File: src/rtl/detector_secuencia_pkg.sv
// rtl/detector_secuencia_pkg.sv - shared state type and pattern constant for the 1101 detector
package detector_secuencia_pkg;

    // Each state names the longest prefix of 1101 matched by the most recent sampled bits
    typedef enum logic [2:0] {
        S_IDLE = 3'd0,
        S_1    = 3'd1,
        S_11   = 3'd2,
        S_110  = 3'd3,
        S_DET  = 3'd4
    } state_t;

    // Pattern searched for, oldest bit in the MSB
    localparam logic [3:0] PATTERN = 4'b1101;

endpackage

File: src/rtl/detector_secuencia_bit_tick_gen.sv
// rtl/detector_secuencia_bit_tick_gen.sv - one-clock sample tick every CLKS_PER_BIT clocks
module bit_tick_gen #(
    parameter int CLKS_PER_BIT = 2
) (
    input  logic clk,
    input  logic reset,
    output logic tick
);

    localparam int CNT_W = (CLKS_PER_BIT > 1) ? $clog2(CLKS_PER_BIT) : 1;
    localparam logic [CNT_W-1:0] LAST = CNT_W'(CLKS_PER_BIT - 1);

    logic [CNT_W-1:0] cnt_q;
    logic [CNT_W-1:0] cnt_d;

    // Tick on the edge where the counter sits at its last value, then wrap
    always_comb begin
        tick  = (cnt_q == LAST);
        cnt_d = tick ? '0 : cnt_q + 1'b1;
    end

    // Divider counter register; restarts the bit period on reset
    always_ff @(posedge clk) begin
        if (!reset) begin
            cnt_q <= '0;
        end else begin
            cnt_q <= cnt_d;
        end
    end

endmodule

File: src/rtl/detector_secuencia.sv
// rtl/detector_secuencia.sv - Moore FSM detecting overlapping 1101 on a bit-rate sampled serial input
module detector_secuencia
    import detector_secuencia_pkg::*;
#(
    parameter int CLKS_PER_BIT = 2
) (
    input  logic clk,
    input  logic reset,
    input  logic dato,
    output logic detectada
);

    logic   tick;
    state_t state_q;
    state_t state_d;
    logic   detectada_q;
    logic   detectada_d;

    bit_tick_gen #(
        .CLKS_PER_BIT(CLKS_PER_BIT)
    ) u_tick (
        .clk  (clk),
        .reset(reset),
        .tick (tick)
    );

    // Next state advances only on sample ticks; the flag follows the state it will hold
    always_comb begin
        state_d = state_q;
        if (tick) begin
            case (state_q)
                S_IDLE:  state_d = dato ? S_1   : S_IDLE;
                S_1:     state_d = dato ? S_11  : S_IDLE;
                S_11:    state_d = dato ? S_11  : S_110;
                S_110:   state_d = dato ? S_DET : S_IDLE;
                S_DET:   state_d = dato ? S_11  : S_IDLE;
                default: state_d = S_IDLE;
            endcase
        end else if (state_q > S_DET) begin
            state_d = S_IDLE;
        end
        detectada_d = (state_d == S_DET);
    end

    // State and registered detection flag; reset discards any partial match
    always_ff @(posedge clk) begin
        if (!reset) begin
            state_q     <= S_IDLE;
            detectada_q <= 1'b0;
        end else begin
            state_q     <= state_d;
            detectada_q <= detectada_d;
        end
    end

    assign detectada = detectada_q;

endmodule

File: config.mk
export PLATFORM = sky130hd
export DESIGN_NAME = detector_secuencia
export DESIGN_NICKNAME = d
export VERILOG_FILES = /design/src/rtl/detector_secuencia_pkg.sv /design/src/rtl/detector_secuencia_bit_tick_gen.sv /design/src/rtl/detector_secuencia.sv
export SDC_FILE = /design/constraint.sdc
export NUM_CORES = 1
export LEC_CHECK = 0
export CELL_PAD_IN_SITES_DETAIL_PLACEMENT = 1
export CELL_PAD_IN_SITES_GLOBAL_PLACEMENT = 1
export CORE_AREA = 2 2 39 41
export CTS_CLUSTER_SIZE = 20
export DETAILED_ROUTE_END_ITERATION = 8
export DIE_AREA = 0 0 41 43
export GPL_TIMING_DRIVEN = 0
export PLACE_DENSITY = 0.48
export SKIP_CTS_REPAIR_TIMING = 1
export SLEW_MARGIN = 15
export SYNTH_ARGS = -nofsm -noshare
export SYNTH_HDL_FRONTEND = slang
export SYNTH_SLANG_ARGS = --single-unit
File: constraint.sdc
create_clock -name clk -period 2.5 [get_ports clk]
set_clock_uncertainty 0.2 [all_clocks]
set_input_delay 0.5 -clock clk [delete_from_list [all_inputs] [get_ports clk]]
set_output_delay 0.5 -clock clk [all_outputs]
set_load 0.02 [all_outputs]
==> summary.md <==
| Metric | Value |
|---|---|
| Syn_nets | 26 |
| Final setup fails | 0 |
| Register area share after synthesis | 44.20% |
| DRC violations left | 0 |
| Kind of critical path | reg2out |
| Slowest stage delay, CP | 600 ps |
| List of most frequent post-synthesis cells | dfxtp_1 (5), a21oi_1 (3), o21a_1 (3) |
| Mapped Cells | 23 |
| Crit path from | detectada |
| Area Overhead vs Synth | 33.70% |
| Slowest cell on the critical path | clkdlybuf4s50_1 |
| Post-synthesis area per instance | 9.846 um^2 |
| Synth top area share | 44.20% |
| R2R Setup Slk | 1350 ps |
| Drt total wl | 441 um |
| Reg-to-reg startpoint | state_q[0] |
| Cts bufs inserted | 3 |
| Unique cell type count in the Yosys netlist | 12 |
| Core area | 0.001384 mm^2 |
| # diodes | 0 |
| Pin count of the biggest net entering global routing | 9 |
| Most common flop cell mapped by yosys | dfxtp_1 |
| Die area | 0.001763 mm^2 |
| Most frequent cell after synthesis | dfxtp_1 |
| Dpl cells | 42 |
| Min-Delay Path Depth | 1 |
| Fmax | 0.5459 GHz |
| Routed via count | roughly 190 |
| Initial antenna violation count | 0 |
| Max IR drop VDD | approximately 0.2 mV |
| Yosys warning count | 0 |
| Layout Cells excl Fill | 46 |
| TritonCTS clock tree | built |
| Slew HR | 76.11% |
| IO Port Bufs | 3 |
| First-pass GRT wire length | 814 um |
| Worst-Skew Late Latency | around 240 ps |
| Arrival @ worst endpoint | about 1100 ps |
| Register bit count reported by yosys | 5 |
| Slew Limit Fails | 0 |
| Critical path capture point type | output port |
| CTS sink count | 5 |
| Total grt overflow | 0 |
| Rows | 14 |
| Max clock buf depth | 2 |
| Io pins | 4 |
| Hold WS | approximately 310 ps |
| Required time of the critical path | 1800 ps |
| Reg2Reg Depth | 3 |
| Worst Max-Slew Pin Slew | 353.3 ps |
| DRT iter0 DRCs | 1 |
| Routed len/inst | 9.587 um |
| Hold WC Path Type | reg2reg |
| Nets | 34 |
| Post-route setup TNS | 0 ps |
| Pwr/cell area | around 640 mW/mm^2 |
| CP cell instances | clkdlybuf4s50_1 |
| DIE WIDTH | 41 um |
| Leakage | around 0.00010 uW |
| Post-synth EDFFs | 0 |
| Clk slew on worst S/H paths | 40 ps |
| Maxcap violations | 0 |
| Synthesized area | around 230 um^2 |
| Vias in the first global route | 210 |
| Initial core utilization | 16.37% |
| CP Buf/Inv Count | 1 |
| Max FO, Critical Path | 1 |
| Minimum clock period after layout | 1832 ps |
| Final period util | 73.27% |
| GRT Total Usage | 7.329% |
| Top delay family on crit path | buffers and inverters |
| Synth top area cells | dfxtp_1 (44%), o21a_1 (9.9%), nand4b_1 (7.7%) |
| CP startpoint kind | flip-flop |
| TritonRoute pass-1 iters | 2 |
| Status | complete, no violations |
| Final Core Density | between 20% and 30% |
| Final hold vios | 0 |
| Hold path startpoint | state_q[2] |
| Routability Congestion | 0.7042 |
| Final ANT Viol Nets | 0 |
| Share of layout cells above drive strength 1 | 13.33% |
| RSZ-0062 raised after global routing | no |
| Ys async rst share | 0% |
| H-Tree Depth | 1 |
| Via density | between 4 and 5 |
| Die Y | between 40 and 50 um |
| Synth area leader | dfxtp_1 |
| Cell depth of the worst setup path | 1 |
| Root buffer cell | clkbuf_4 |
## worst reg2reg max path, stage by stage, from the launching register on
cell and delay (ps):
dfxtp_1 400, and2b_1 200, a21oi_1 180, nor3b_2 60
## final timing paths
path	end
worst max register to register	state_q[0]
worst min register to register	state_q[0]
worst max-delay path	detectada
worst min-delay path	state_q[0]
## sequential cells by signal (all words and copies together) (netlist names)
name and count:
detectada 1, u_tick.tick 1, state_q 3
## power by group
group	internal [uW]	switching [uW]
combinational	9.58	5.96
clock	60.2	30.3
sequential	83.5	5.34
total	153	41.6
## metal layers
metal / global-route usage [%] / share of wire (%) / up-vias
met2: 9.688 / 49 / 4
met3: 3.141 / 8.6 / 0
met4: 8.000 / 0 / 0
met1: 7.717 / 42 / 89
met5: 0 / 0 / -
li1: - / - / 99
## through the flow
step / instance area [um^2] / setup WS (ps) / total power, uW
final: 302.8 / 668.1 / 194.9
after global routing: 302.8 / 618.9 / 209.1
after CTS: 302.8 / 651.8 / 200.1
after detailed placement: 276.5 / 751.3 / 106.3
after global placement: 276.5 / 768.6 / 105.3
after floorplan: 226.5 / 1357 / 98.49
## cell families after synthesis
group / after synthesis / synth area share (%)
AND/OR/NAND/NOR: 11 / 35.36
XOR/XNOR: 1 / 3.868
flip-flops: 5 / 44.20
AO/OA/AOI/OAI: 6 / 16.57
## layout by cell type, fill, tap and decap left out, drive strengths merged
cell type / instances
nand4b: 2
clkdlybuf4s50: 3
nor3b: 1
nor2: 1
a21oi: 3
o21a: 3
nor2b: 2
nand3: 1
dfxtp: 5
xor2: 1
and2b: 1
clkbuf: 4
nand2b: 2
nor4b: 1
## area by class of cell
type / count / area [um^2]
Multi-Input combinational cell: 18 / 126.4
Fill cell: 171 / 1081
Tap cell: 16 / 20.02
Timing Repair Buffer: 3 / 30.03
Sequential cell: 5 / 100.1
Clock buffer: 4 / 26.28
Power figures use the tool's default switching activity.
